**config.mk**
```make
export PLATFORM = sky130hd
export DESIGN_NAME = fetch_ctrl
export DESIGN_NICKNAME = d
export VERILOG_FILES = /design/src/rtl/fetch_pkg.sv /design/src/rtl/target_table.sv /design/src/rtl/fetch_ctrl.sv
export SDC_FILE = /design/constraint.sdc
export NUM_CORES = 1
export LEC_CHECK = 0
export BUFFER_PORTS_ARGS = -buffer_cell sky130_fd_sc_hd__buf_2
export CAP_MARGIN = 20
export CORE_AREA = 4 4 178 180
export DETAILED_ROUTE_END_ITERATION = 6
export DIE_AREA = 0 0 182 184
export PLACE_DENSITY_LB_ADDON = 0.05
export RECOVER_POWER = 50
export SYNTH_ARGS = -nofsm -noshare
export SYNTH_HDL_FRONTEND = slang
export SYNTH_SLANG_ARGS = --single-unit
```
**constraint.sdc**
```tcl
create_clock -name Clk -period 12.8 [get_ports Clk]
set_input_delay 2.56 -clock Clk [delete_from_list [all_inputs] [get_ports Clk]]
set_output_delay 2.56 -clock Clk [all_outputs]
set_load 0.02 [all_outputs]
```
**src/rtl/fetch_pkg.sv**
```systemverilog
// Shared types and default widths for the fetch sequencer.
// Pure declarations; no logic, no latency.
package fetch_pkg;

   typedef enum logic [1:0] {
      IDLE = 2'd0,
      RUN  = 2'd1,
      HALT = 2'd2
   } state_t;

   localparam int PC_W_DEF  = 10;
   localparam int IDX_W_DEF = 5;
   localparam int CNT_W_DEF = 16;

endpackage

```
**src/rtl/target_table.sv**
```systemverilog
// Runtime-loaded branch-target table: one write port, one combinational read port.
// Write lands at the clock edge; read is zero-latency with no write bypass (old data returned).
module target_table #(
   parameter int PC_W  = 10,
   parameter int IDX_W = 5
) (
   input  logic             Clk,
   input  logic             Reset,
   input  logic             CfgWe,
   input  logic [IDX_W-1:0] CfgAddr,
   input  logic [PC_W-1:0]  CfgData,
   input  logic [IDX_W-1:0] TableIdx,
   output logic [PC_W-1:0]  Target
);

   localparam int DEPTH = 2 ** IDX_W;

   logic [PC_W-1:0] mem [DEPTH];

   always_ff @(posedge Clk or posedge Reset) begin
      if (Reset) begin
         for (int i = 0; i < DEPTH; i++) begin
            mem[i] <= '0;
         end
      end else if (CfgWe) begin
         mem[CfgAddr] <= CfgData;
      end
   end

   assign Target = mem[TableIdx];

endmodule

```
**src/rtl/fetch_ctrl.sv**
```systemverilog
// PC sequencer: run/halt FSM, PC register, saturating taken-branch counter, next-PC mux.
// All outputs registered; control inputs take effect one edge after sampling; Stall freezes RUN.
module fetch_ctrl
   import fetch_pkg::*;
#(
   parameter int PC_W  = PC_W_DEF,
   parameter int IDX_W = IDX_W_DEF,
   parameter int CNT_W = CNT_W_DEF
) (
   input  logic             Clk,
   input  logic             Reset,
   input  logic             Start,
   input  logic             Stall,
   input  logic             Halt,
   input  logic             BranchEn,
   input  logic [IDX_W-1:0] TableIdx,
   input  logic             CfgWe,
   input  logic [IDX_W-1:0] CfgAddr,
   input  logic [PC_W-1:0]  CfgData,
   output logic [PC_W-1:0]  PC,
   output logic             Running,
   output logic             Done,
   output logic [CNT_W-1:0] BranchCount
);

   state_t          state;
   logic [PC_W-1:0] target;

   target_table #(
      .PC_W  (PC_W),
      .IDX_W (IDX_W)
   ) u_table (
      .Clk      (Clk),
      .Reset    (Reset),
      .CfgWe    (CfgWe),
      .CfgAddr  (CfgAddr),
      .CfgData  (CfgData),
      .TableIdx (TableIdx),
      .Target   (target)
   );

   always_ff @(posedge Clk or posedge Reset) begin
      if (Reset) begin
         state       <= IDLE;
         PC          <= '0;
         Running     <= 1'b0;
         Done        <= 1'b0;
         BranchCount <= '0;
      end else begin
         case (state)
            IDLE: begin
               if (Start) begin
                  state       <= RUN;
                  PC          <= '0;
                  Running     <= 1'b1;
                  Done        <= 1'b0;
                  BranchCount <= '0;
               end
            end
            RUN: begin
               // Halt outranks BranchEn, so a halting branch neither jumps nor counts.
               if (!Stall) begin
                  if (Halt) begin
                     state   <= HALT;
                     Running <= 1'b0;
                     Done    <= 1'b1;
                  end else if (BranchEn) begin
                     PC <= target;
                     if (BranchCount != {CNT_W{1'b1}}) begin
                        BranchCount <= BranchCount + CNT_W'(1);
                     end
                  end else begin
                     PC <= PC + PC_W'(1);
                  end
               end
            end
            HALT: begin
               if (Start) begin
                  state       <= RUN;
                  PC          <= '0;
                  Running     <= 1'b1;
                  Done        <= 1'b0;
                  BranchCount <= '0;
               end
            end
            default: begin
               state   <= IDLE;
               PC      <= '0;
               Running <= 1'b0;
               Done    <= 1'b0;
            end
         endcase
      end
   end

endmodule

```
Word-level counts from Yosys, hierarchy flattened
Index checks and enable logic that the tools add are counted.
{"block": "op_classes", "n_addsub": 2, "order_cmp": 3, "n_eq_ne": 9, "muxes": 29, "bitwise": 2, "n_reduce_logical": 7}
{"cell": "$bwmux W320", "count": 1}
{"cell": "$mux W16", "count": 5}
{"cell": "$mux W10", "count": 7}
{"cell": "$bmux W10 S5", "count": 1}
{"cell": "$demux W10 S5", "count": 1}
{"cell": "$pmux W16 S2", "count": 1}
{"cell": "$pmux W10 S2", "count": 1}
{"cell": "$add A16 B1 Y16 const B", "count": 1}
{"cell": "$ne A16 B16 Y1 const B", "count": 1}
{"cell": "$ge A6 B6 Y1 const B", "count": 2}
{"cell": "$not A5 Y6", "count": 2}
{"cell": "$add A10 B1 Y10 const B", "count": 1}
{"cell": "$ne A2 B2 Y1 const B", "count": 5}
{"cell": "$lt A6 B1 Y1 const B", "count": 1}
{"cell": "$mux W1", "count": 6}
{"cell": "$mux W2", "count": 3}
{"cell": "$reduce_and A3 Y1", "count": 2}
{"cell": "$reduce_and A6 Y1", "count": 1}
{"cell": "$pmux W1 S2", "count": 2}
{"cell": "$pmux W2 S2", "count": 1}
{"cell": "$eq A2 B1 Y1 const B", "count": 1}
{"cell": "$eq A2 B2 Y1 const B", "count": 1}
{"cell": "$logic_not A2 Y1", "count": 1}
{"cell": "$ne A2 B1 Y1 const B", "count": 1}
{"cell": "3 further kinds", "count": 3}
{"block": "word_totals", "regBits": 350, "input_bits": 27, "output_inout_bits": 28}

Depth between registers and ports, before layout
Gate-level depths: netlist of run 1.
{"block": "logic_depth", "depth_word": 8, "depth_mapped": 9, "ltp_nobuf": 6}

Modules after synthesis
From an unflattened synthesis of run 1, not the netlist that was laid out.
{"block": "unflattened", "hier_cells": 1291, "hier_area_um2": 16968.8}
{"mod": "target_table", "instances": 1, "cells_per_inst": 1085, "area_per_inst_um2": 15155.8, "seq_area_each_um2": 8007.7}
{"mod": "fetch_ctrl", "instances": 1, "cells_per_inst": 206, "area_per_inst_um2": 1813.0, "seq_area_each_um2": 725.7}

Least setup slack after synthesis of run 1
Ideal clock, no wire load.
{"block": "synth_path", "path_kind": "input to register", "start": "input port TableIdx[0]", "end": "register PC[3]", "t_arrival_ps": 4150, "required_time_ps": 12674, "slack_ps": 8524, "path_stages": 5, "n_path_buf": 1, "path_cell_list": "buf_4 > mux4_2 > nor2b_1 > or4_1 > a221o_1"}
{"block": "synth_via", "elab_chain_cells": 8}
{"element": "start: declaration", "line_no": "fetch_ctrl.sv:16", "source": "input logic [IDX_W-1:0] TableIdx,"}
{"element": "$not A5 Y6 (implied by the code)", "line_no": "target_table.sv:30", "source": "assign Target = mem[TableIdx];"}
{"element": "$bmux W10 S5", "line_no": "target_table.sv:30"}
{"element": "$mux W10 (implied by the code) (2 in a row)", "line_no": "target_table.sv:30"}
{"element": "$mux W10", "line_no": "fetch_ctrl.sv:67", "source": "end else if (BranchEn) begin"}
{"element": "$mux W10", "line_no": "fetch_ctrl.sv:63", "source": "if (Halt) begin"}
{"element": "$mux W10", "line_no": "fetch_ctrl.sv:62", "source": "if (!Stall) begin"}
{"element": "$pmux W10 S2", "line_no": "fetch_ctrl.sv:50", "source": "case (state)"}
{"element": "end signal: assignment", "line_no": "fetch_ctrl.sv:68", "source": "PC <= target;"}
{"element": "end signal: assignment", "line_no": "fetch_ctrl.sv:73", "source": "PC <= PC + PC_W'(1);"}
{"element": "end: declaration", "line_no": "fetch_ctrl.sv:20", "source": "output logic [PC_W-1:0] PC,"}
Every way passes these cells. The select of a mux whose other input is x is not followed.
A chain may end at the register's enable or synchronous reset.

==> results of run 1 <==
-- worst min path at each step --
stage | start | to | slack (ns) | cells after the start
3_3_place_gp | Done$_DFFE_PP0P_ | Done$_DFFE_PP0P_ | 0.47 | 1
4_1_cts | Done$_DFFE_PP0P_ | Done$_DFFE_PP0P_ | 0.49 | 1
6_report | Done$_DFFE_PP0P_ | Done$_DFFE_PP0P_ | 0.49 | 1
3_5_place_dp | Done$_DFFE_PP0P_ | Done$_DFFE_PP0P_ | 0.48 | 1
5_1_grt | u_table.mem[303]$_DFFE_PP0P_ | u_table.mem[303]$_DFFE_PP0P_ | 0.51 | 1
2_1_floorplan | u_table.mem[119]$_DFFE_PP0P_ | u_table.mem[119]$_DFFE_PP0P_ | 0.46 | 1
-- cells by family (layout without fill, tap and decap cells) --
logic type                 count (synthesis)  after routing  share of synthesized area (%)
buffers and inverters                     81            135                           2.31
muxes                                    460            460                           32.3
xor gates and xnor gates                   6              6                          0.320
AOI/OAI and AO/OA                        139            139                           5.88
and+or+nand+nor                          179            179                           5.83
DFF                                      350            350                           53.3
other                                      0              1                              0
adders and majority gates                  2              2                          0.152
-- placed cells by master (no fill, tap or decap), drive strengths merged, types with 7 or more instances in the layout --
master	count
a211oi	8
a21oi	27
a221oi	7
a22o	7
a22oi	36
buf	31
clkbuf	87
clkinv	8
dfrtp	350
inv	7
mux2	321
mux2i	115
mux4	24
nand2	44
nand3	20
nor2	37
nor2b	16
o21ai	18
or3	7
-- routing by layer --
layer  routed length [um]  share of wire (%)  vias up  GRT usage, %
met2                18900                 44      269          38.4
met4                 1470                3.5        0          8.41
met5                    0                  0        -             0
met3                 2170                5.1       82          4.31
li1                     -                  -     4578             -
met1                20000                 47     5398          38.1
-- state kept, by name, summed over array words and instances (netlist names) --
name         count
state            2
Done             1
u_table.mem    320
BranchCount     16
Running          1
PC              10
-- power breakdown --
part           total, mW  switching (mW)  internal, mW
combinational      0.512           0.256         0.256
clock               1.04           0.432         0.605
sequential          1.43           0.118          1.32
-- area by class of cell --
type,count,area share [%]
diodes,1,0.0139
clock inverters,10,0.312
multi-input cells,786,40.4
flip-flops and latches,350,48.5
repair buffers,62,1.67
clock buffers,56,6.21
well taps,396,2.75
inverters,7,0.153
-- worst max-delay path: cells and delay by family --
family	cells	cell delay, ns
buffers and inverters	3	3.93
==> summary.md, run 1 <==
| Metric | Value |
|---|---|
| Sequential Area | between 8000 and 9000 um2 |
| Power after layout | between 2 and 3 mW |
| WP data required | 13.33 ns |
| Post-CTS Resized | 0 |
| Synth area leaders | dfrtp_1 (53%), mux2_2 (22%), mux2i_1 (7.0%) |
| Synth Register Bits | 350 |
| # port buffers | 54 |
| Die X | 182 um |
| Number of global-route vias before repair | 10,300 |
| Core area | 30,200 um2 |
| Fin. max-slew vios | 115 |
| Startpoint Class | input port |
| Prevailing post-synth register cell | dfrtp_1 |
| Hpwl dp | 28.1 mm |
| Yosys cell types | 59 |
| Syn_nets | 1,246 |
| Starting Density | 54.5% |
| Reg-to-reg endpoint | BranchCount[13]$_DFFE_PP0P_ |
| Power per cell area | 165 nW/um2 |
| Maxcap violations | 1 |
| H-tree depth | 2 |
| Normalized max-slew margin | -241% |
| Final #Nets | 1,274 |
| Failing checks | max-capacitance violations, max-slew violations |
| YS warnings | 0 |
| CTS tree | built |
| Worst Path Max Fanout | around 110 |
| Worst setup margin | 6.73 ns |
| Place WS | 7.04 ns |
| Floorplan row count | 64 |
| Multi-input logic area | 7280 um2 |
| Clk_lat worst skew | 0.52 ns |
| Crit path to | u_table.mem[32]$_DFFE_PP0P_ |
| Status | complete, but fails checks |
| Share of layout cells above drive strength 1 | 34.7% |
| P&R area growth vs syn | 9.70% |
| Slew of the pin with the lowest slew margin | 5.09 ns |
| Routed vias | 10,300 |
| Drt total wl | 42.5 mm |
| Post-CTS Setup Inserts | 0 |
| Worst hold path type | reg -> reg |
| Worst r2r path cells | 5 |
| Fill cells | 2,414 |
| GRT overflow | 0 |
| Pin count of the biggest net entering global routing | 172 |
| Die Ht | 184 um |
| Die area | 33,500 um2 |
| Root buffer cell | clkbuf_16 |
| Max Fclk | 0.165 GHz |
| Leakage | 8.16 nW |
| Fin area | 18,000 um2 |
| Launch point of the critical path | Reset |
| Critical path class | in -> async |
| Hold Fails Final Rpt | 0 |
| Tot GR Track Use | 25.5% |
| Reg2reg setup slack | 10.01 ns |
| Drt wl/cell | around 26 um |
| R2R Path Start | state[0]$_DFFE_PP0P_ |
| Clock Sinks | 350 |
| Placed Cells | 1,600 |
| Crit path DAT | 6.60 ns |
| Share of the synthesized area in the top cell type | 53.3% |
| Placement Cell Area | 16,900 um2 |
| DRT Pass-1 Iters | 5 |
| GP Congestion | 0.870 |
| Mean number of vias per cell | 6.19 |
| Fin crit period | 6.07 ns |
| Post-synth EDFFs | 0 |
| Cell area after synthesis | between 15,000 and 20,000 um2 |
| Count leader, synth | dfrtp_1 |
| Synth async-reset ratio | 100% |
| Final Util | about three fifths |
| Crit path cell chain | buf_2 -> clkinvlp_2 -> buf_4 |
| # DRC | 0 |
| Yosys top cell by area | dfrtp_1 |
| Fin Clk Skew | 0.0140 ns |
| Worst setup EP type | async pin |
| Synth cell count leaders | dfrtp_1 (350), mux2_2 (320), mux2i_1 (115) |
| Io pins | 55 |
| Max stage delay on crit path | 2.83 ns |
| RSZ-0062 raised after global routing | no |
| Initial antenna violation count | 1 |
| Cts hold-fix bufs | 0 |
| Layout Cells excl Fill | 1,668 |
| First DRT Iteration DRCs | 771 |
| Sum Neg Setup Slack | 0 ns |
| Total CTS buffers | 38 |
| CP max-delay cell | clkinvlp_2 |
| Peak VDD IR | about 0.11 mV |
| WHS | 0.492 ns |
| Period utilization | 47.4% |
| First-pass GRT wire length | 65.6 mm |
| Worst-path clk slew | 0.05 ns |
| Setup-failing EPs final | 0 |
| Sequential fraction of the synthesis area | 53.3% |
| Synth Instances | between 1,000 and 1,500 |
| Syn Area/Cell | 13.5 um2 |
| Clock buffer depth | 3 |
| Antenna viol nets, final | 0 |
No activity file was read; power rests on OpenSTA's default activity.
==> run 2: changes to the inputs <==
--- a/config.mk
+++ b/config.mk
@@ -5,11 +5,12 @@
 export SDC_FILE = /design/constraint.sdc
 export NUM_CORES = 1
 export LEC_CHECK = 0
+export ABC_AREA = 1
 export BUFFER_PORTS_ARGS = -buffer_cell sky130_fd_sc_hd__buf_2
 export CAP_MARGIN = 20
-export CORE_AREA = 4 4 178 180
+export CORE_AREA = 4 4 179 181
 export DETAILED_ROUTE_END_ITERATION = 6
-export DIE_AREA = 0 0 182 184
+export DIE_AREA = 0 0 183 185
 export PLACE_DENSITY_LB_ADDON = 0.05
 export RECOVER_POWER = 50
 export SYNTH_ARGS = -nofsm -noshare
==> constraint.sdc (replaced) <==
create_clock -name Clk -period 6.12 [get_ports Clk]
set_input_delay 1.224 -clock Clk [delete_from_list [all_inputs] [get_ports Clk]]
set_output_delay 1.224 -clock Clk [all_outputs]
set_load 0.02 [all_outputs]
==> run 2 against run 1 <==
Compared with the run above:
- the flow still finishes with violations (max-capacitance violations, max-slew violations)
- clock power rose by 140%
- highest routed layer unchanged
- global-route usage grew 3.1 points
- flip-flop and latch count is the same
- wire length is 12% higher
- register-to-register slack got worse by 7.2 ns
- non-clock buffer count increased by 16
- utilization is 0.38 points lower
- combinational power up 110%
==> summary.md, run 2 <==
| Metric | Value |
|---|---|
| CP max-delay cell | clkbuf_1 |
| Root buffer cell | clkbuf_16 |
| RSZ-0062 raised after global routing | no |
| Hpwl dp | between 20 and 30 mm |
| Sum Neg Setup Slack | 0 ns |
| Commonest cells after routing, fill and taps aside | nand2_1 (839), dfrtp_1 (350), o21ai_0 (314) |
| Yosys top cell by area | dfrtp_1 |
| Startpoint Class | input port |
| P&R area growth vs syn | 9.69% |
| Worst setup EP type | async pin |
| Synth async-reset ratio | 100% |
| Syn_nets | 2,142 |
| Tot GR Track Use | 28.6% |
| Routed vias | 14,100 |
| Prevailing post-synth register cell | dfrtp_1 |
| Die X | 183 um |
| Max Fclk | 0.255 GHz |
| Antenna viol nets, final | 0 |
| Normalized max-slew margin | -115% |
| Initial antenna violation count | 0 |
| Io pins | between 50 and 60 |
| Count leader, synth | nand2_1 |
| Cts hold-fix bufs | 0 |
| Fin area | 18,100 um2 |
| Synth cell count leaders | nand2_1 (836), dfrtp_1 (350), o21ai_0 (314) |
| Maxcap violations | 1 |
| Clock buffer depth | 3 |
| Core area | 30,400 um2 |
| Critical path class | in -> async |
| Yosys cell types | 38 |
| CTS tree | built |
| Worst r2r path cells | 11 |
| Max stage delay on crit path | 2.29 ns |
| Failing checks | max-capacitance violations, max-slew violations |
| GP Congestion | 0.873 |
| Cell area after synthesis | 16,500 um2 |
| Largest delay share family, worst path | buffers and inverters |
| Slew of the pin with the lowest slew margin | approximately 3.2 ns |
| Power per cell area | 364 nW/um2 |
| # port buffers | between 50 and 60 |
| Drt total wl | between 40 and 50 mm |
| YS warnings | 0 |
| Worst Path Max Fanout | 57 |
| First-pass GRT wire length | 77.2 mm |
| Post-CTS Resized | 0 |
| H-tree depth | 2 |
| Die Ht | 185 um |
| Fin crit period | 3.92 ns |
| # DRC | 0 |
| Fin Clk Skew | 0.0234 ns |
| Hold Fails Final Rpt | 0 |
| Pin count of the biggest net entering global routing | 174 |
| Mean number of vias per cell | 5.65 |
| Worst-path clk slew | 0.06 ns |
| Commonest non-fill, non-tap cell in the layout | nand2_1 |
| DRT Pass-1 Iters | 6 |
| Sequential fraction of the synthesis area | 53.2% |
| Max reg flops | 320 |
| Crit path DAT | ~3.8 ns |
| Share of the synthesized area in the top cell type | 53.2% |
| WP buf/inv | 3 |
| Status | complete, but fails checks |
| Die area | 33,900 um2 |
| Post-CTS Setup Inserts | 0 |
| Synth area leaders | dfrtp_1 (53%), nand2_1 (19%), o21ai_0 (9.5%) |
| Drt wl/cell | 19.0 um |
| Clock Sinks | 350 |
| Largest regs | u_table.mem (320), BranchCount (16), PC (10) |
| R2R Path Start | state[0]$_DFFE_PP0P_ |
| Fin. max-slew vios | 58 |
| Total CTS buffers | 40 |
| Antenna Cells | 0 |
| Syn Area/Cell | 7.80 um2 |
| WP data required | 6.03 ns |
| Clk_lat worst skew | roughly 0.54 ns |
| Leakage | 8.58 nW |
| First DRT Iteration DRCs | 1,612 |
| Worst hold endpoint | u_table.mem[131]$_DFFE_PP0P_ |
| Number of global-route vias before repair | 13,600 |
| GRT overflow | 0 |
| Share of layout cells above drive strength 1 | roughly 6.5% |
| Floorplan row count | 64 |
| Starting Density | 54.1% |
| Peak VDD IR | 0.245 mV |
| Setup-failing EPs final | 0 |
| Synth Instances | 2,113 |
| Reg-to-reg endpoint | BranchCount[3]$_DFFE_PP0P_ |
| Period utilization | 64.0% |
| Reg2reg setup slack | 2.80 ns |
| Post-synth EDFFs | 0 |
| Min-Delay Startpoint | u_table.mem[131]$_DFFE_PP0P_ |
| Synth Register Bits | 350 |
| Placement Cell Area | 16,700 um2 |
| Final #Nets | roughly 2,100 |
| Largest Register | u_table.mem |
| Hold Crit Depth | 2 |
| Crit path cell chain | buf_2 -> clkinvlp_2 -> clkbuf_1 |
| Worst hold path type | reg -> reg |
==> run 2: where the power goes <==
group / switching [mW] / total, mW / leakage [nW] / internal, mW
Combinational: 0.709 / 1.08 / 3.37 / 0.375
Sequential: 0.275 / 3.03 / 4.54 / 2.75
Clock: 0.966 / 2.47 / 0.674 / 1.50
Total: 1.95 / 6.58 / 8.58 / 4.63
==> run 2: worst max-delay path by stage <==
stage | start | endpoint | slack (ns) | depth (start not counted)
after floorplan | Reset | BranchCount[0]$_DFFE_PP0P_ | 0.21 | 1
after global placement | TableIdx[0] | PC[2]$_DFFE_PP0P_ | 2.35 | 13
after detailed placement | TableIdx[0] | PC[2]$_DFFE_PP0P_ | 2.35 | 13
after CTS | TableIdx[0] | PC[2]$_DFFE_PP0P_ | 2.88 | 13
after global routing | Reset | u_table.mem[203]$_DFFE_PP0P_ | 1.58 | 3
final | Reset | u_table.mem[203]$_DFFE_PP0P_ | 2.20 | 3
==> run 2: cell families after synthesis <==
logic type | synth area share (%)
adder cells (fa/ha/maj) | 0.152
AO/OA/AOI/OAI | 10.8
flip-flops | 53.2
AND/OR/NAND/NOR | 29.8
buffers and inverters | 5.51
XOR/XNOR | 0.577
==> run 2: stage by stage <==
stage / std cells / util (%) / hold WS (ns) / setup slack (ns) / power (mW)
6_report: 2496 / 59.4 / 0.484 / 2.20 / 6.58
5_1_grt: 2496 / 59.4 / 0.500 / 1.58 / 6.94
4_1_cts: 2493 / 59.5 / 0.486 / 2.88 / 6.65
3_5_place_dp: 2420 / 55.0 / 0.472 / 2.35 / 4.18
3_3_place_gp: 2420 / 55.0 / 0.466 / 2.35 / 4.14
2_1_floorplan: 2113 / - / 0.453 / 0.210 / 3.86
==> run 2: worst register-to-register path, delay by kind of cell (launching register included) <==
family | cells | cell delay (ns)
and+or+nand+nor | 7 | 1.50
buffers and inverters | 3 | 1.05
DFF | 1 | 0.54
AOI/OAI and AO/OA | 1 | 0.12
==> run 2: cell type report <==
| type | count | area [um2] |
|---|---|---|
| Clock inverter | 14 | 184 |
| Tap cell | 396 | 495 |
| Sequential cell | 350 | 8760 |
| Timing Repair Buffer | 78 | 492 |
| Fill cell | 2831 | 12400 |
| Inverter | 52 | 210 |
| Multi-Input combinational cell | 1547 | 6760 |
| Clock buffer | 59 | 1170 |
==> run 2: per-layer routing <==
layer,up-vias,wire length (um),part of all wire (%),track usage [%]
li1,6780,-,-,-
met1,6764,21200,45,41.1
met2,480,21800,46,44.9
met3,89,3010,6.3,4.10
met4,0,1540,3.2,9.77
met5,-,0,0,0
==> run 3: changes to the inputs <==
--- a/config.mk
+++ b/config.mk
@@ -5,12 +5,12 @@
 export SDC_FILE = /design/constraint.sdc
 export NUM_CORES = 1
 export LEC_CHECK = 0
-export ABC_AREA = 1
+export ABC_AREA = 0
 export BUFFER_PORTS_ARGS = -buffer_cell sky130_fd_sc_hd__buf_2
 export CAP_MARGIN = 20
-export CORE_AREA = 4 4 179 181
+export CORE_AREA = 4 4 178 180
 export DETAILED_ROUTE_END_ITERATION = 6
-export DIE_AREA = 0 0 183 185
+export DIE_AREA = 0 0 182 184
 export PLACE_DENSITY_LB_ADDON = 0.05
 export RECOVER_POWER = 50
 export SYNTH_ARGS = -nofsm -noshare
==> constraint.sdc (replaced) <==
create_clock -name Clk -period 3.3 [get_ports Clk]
set_input_delay 0.66 -clock Clk [delete_from_list [all_inputs] [get_ports Clk]]
set_output_delay 0.66 -clock Clk [all_outputs]
set_load 0.02 [all_outputs]
==> run 3 against run 2 <==
Compared with the run above:
- the flow still finishes with violations (max-capacitance violations, max-slew violations)
- sequential power rose by 83%
- final cell count fell by 32%
- total power rose by 84%
- clock power rose by 83%
- clock-buffer cell count fell by 6
- combinational power rose by 85%
- critical path depth rose by 3
- non-clock buffer count rose by 15
- flip-flop and latch count did not move
- largest cell class unchanged
- setup slack got worse by 1.4 ns
- largest power group unchanged
- critical path type is now in -> reg
- register-to-register slack got worse by 1.8 ns
- global-route usage fell by 2.5 points
==> summary.md, run 3 (synthesis gave the netlist of run 1 again) <==
| Metric | Value |
|---|---|
| Crit path DAT | 2.93 ns |
| Setup-failing EPs final | 0 |
| Share of layout cells above drive strength 1 | 39.2% |
| Clock Sinks | 350 |
| Tot GR Track Use | 26.0% |
| R2R Path Start | state[0]$_DFFE_PP0P_ |
| Largest regs | u_table.mem (320), BranchCount (16), PC (10) |
| Status | complete, but fails checks |
| Internal | around 8.9 mW |
| RSZ-0062 raised after global routing | no |
| Peak VDD IR | 0.386 mV |
| Fill cells | 2,364 |
| Sum Neg Setup Slack | 0 ns |
| Comb pwr share | 16.5% |
| Die area | about 33,000 um2 |
| Reg2reg setup slack | approximately 0.95 ns |
| Die Ht | 184 um |
| Core area | ~30,000 um2 |
| Max Fclk | 0.395 GHz |
| Worst-path clk slew | 0.06 ns |
| Failing checks | max-capacitance violations, max-slew violations |
| Clk pwr share | 37.4% |
| Leakage | 8.53 nW |
| Routed vias | 10,500 |
| Startpoint Class | input port |
| Critical path class | in -> reg |
| Drt total wl | 43.2 mm |
| Post-CTS Resized | 0 |
| Hpwl dp | 29.0 mm |
| P&R area growth vs syn | 12.9% |
| Io pins | 55 |
| CTS tree | built |
| Crit path to | PC[6]$_DFFE_PP0P_ |
| Root buffer cell | clkbuf_16 |
| WP data required | 3.70 ns |
| Maxcap violations | 1 |
| Antenna viol nets, final | 0 |
| Final #Nets | approximately 1,300 |
| Worst setup EP type | flip-flop |
| Post-CTS Setup Inserts | 0 |
| Die X | between 150 and 200 um |
| Fin. max-slew vios | 65 |
| Switching power | 3.21 mW |
| Power per cell area | approximately 650 nW/um2 |
| # DRC | 0 |
| Cts hold-fix bufs | 0 |
| Slew of the pin with the lowest slew margin | 1.54 ns |
| # port buffers | 54 |
| GRT overflow | 0 |
| Worst Path Max Fanout | 31 |
| First DRT Iteration DRCs | 898 |
| Largest Register | u_table.mem |
| Max reg flops | 320 |
| Initial antenna violation count | 1 |
| Final Util | between 60% and 70% |
| Switching Share | 26.6% |
| Drt wl/cell | 25.4 um |
| Commonest non-fill, non-tap cell in the layout | dfrtp_1 |
| Commonest cells after routing, fill and taps aside | dfrtp_1 (350), mux2_2 (320), mux2i_1 (115) |
| Clock buffer depth | 3 |
| Floorplan row count | 64 |
| GP Congestion | 0.890 |
| Number of global-route vias before repair | 10,500 |
| Worst r2r path cells | 5 |
| DRT Pass-1 Iters | 5 |
| Clk_lat worst skew | between 0.5 and 0.6 ns |
| Launch point of the critical path | TableIdx[0] |
| Sequential Power Share | between 40 and 50% |
| Mean number of vias per cell | 6.18 |
| Starting Density | 54.5% |
| Fin crit period | 2.53 ns |
| Normalized max-slew margin | -2.60% |
| Fin Clk Skew | 0.0171 ns |
| Hold Fails Final Rpt | 0 |
| Period utilization | 76.7% |
| Worst hold path type | in -> async |
| First-pass GRT wire length | 66.7 mm |
| Reg-to-reg endpoint | PC[9]$_DFFE_PP0P_ |
| Pin count of the biggest net entering global routing | 89 |
| Total CTS buffers | 40 |
| H-tree depth | 2 |
==> run 3: changes by cell type in the layout (fill, tap and decap cells not counted), moves of 16 or more <==
cell      previous run  this run
a22oi_1              0        36
buf_2               35        51
nand2_1            839        44
mux4_2               0        24
nor2b_1              0        16
inv_1               42         6
nand3_1            264        20
mux2_2               0       320
clkbuf_1            31        12
mux2i_1              0       115
o21ai_0            314        18
nor2_1              48        29
==> run 3: per-stage QoR <==
| stage | std cells | worst slack (ns) | cell area [um2] | hold WS (ns) | total power [mW] |
|---|---|---|---|---|---|
| after floorplan | 1217 | -2.05 | 16500 | 0.457 | 7.00 |
| after global placement | 1632 | 0.316 | 17300 | 0.464 | 7.57 |
| after detailed placement | 1632 | 0.267 | 17300 | 0.486 | 7.63 |
| after CTS | 1704 | 0.820 | 18600 | 0.124 | 12.2 |
| after global routing | 1705 | 0.635 | 18600 | 0.250 | 12.6 |
| final | 1705 | 0.770 | 18600 | 0.212 | 12.1 |
==> run 3: final cells by class <==
class                      instances  area [um2]  area share [%]
sequential                       350        8760            47.1
inverter                           7        27.5           0.148
clock inverter                    19         219            1.18
tap                              396         495            2.67
antenna                            1        2.50          0.0135
clock buffer                      53        1130            6.09
multi-input combinational        786        7310            39.3
timing repair buffer              93         633            3.41
==> run 3: how the worst min path moves through the flow <==
stage | depth (start not counted) | from | slack, ns | to
after floorplan | 1 | u_table.mem[119]$_DFFE_PP0P_ | 0.46 | u_table.mem[119]$_DFFE_PP0P_
after global placement | 1 | Done$_DFFE_PP0P_ | 0.46 | Done$_DFFE_PP0P_
after detailed placement | 1 | u_table.mem[119]$_DFFE_PP0P_ | 0.49 | u_table.mem[119]$_DFFE_PP0P_
after CTS | 2 | Reset | 0.12 | u_table.mem[290]$_DFFE_PP0P_
after global routing | 2 | Reset | 0.25 | u_table.mem[281]$_DFFE_PP0P_
final | 2 | Reset | 0.21 | u_table.mem[282]$_DFFE_PP0P_
==> run 3: power groups by stage <==
stage	Sequential (mW)	Combinational [mW]	Clock (mW)
global route	5.65	2.18	4.78
global placement	5.61	1.96	0
detailed placement	5.63	2.01	0
finish	5.56	2.00	4.52
floorplan	5.52	1.48	0
CTS	5.55	2.01	4.60
==> run 3: critical path, cell delays in order <==
cell and delay [ns]:
buf_4 0.45, buf_4 0.39, mux4_2 0.53, nor2b_1 0.14
a211oi_1 0.57, o41ai_1 0.13
==> run 3: routing by layer <==
layer | wire length, um | share of wire [%] | track usage (%) | vias to the layer above
met5 | 0 | 0 | 0 | -
li1 | - | - | - | 4657
met4 | 1200 | 2.8 | 7.51 | 0
met2 | 19700 | 45 | 40.2 | 315
met3 | 2660 | 6.2 | 4.83 | 73
met1 | 19700 | 46 | 38.2 | 5488
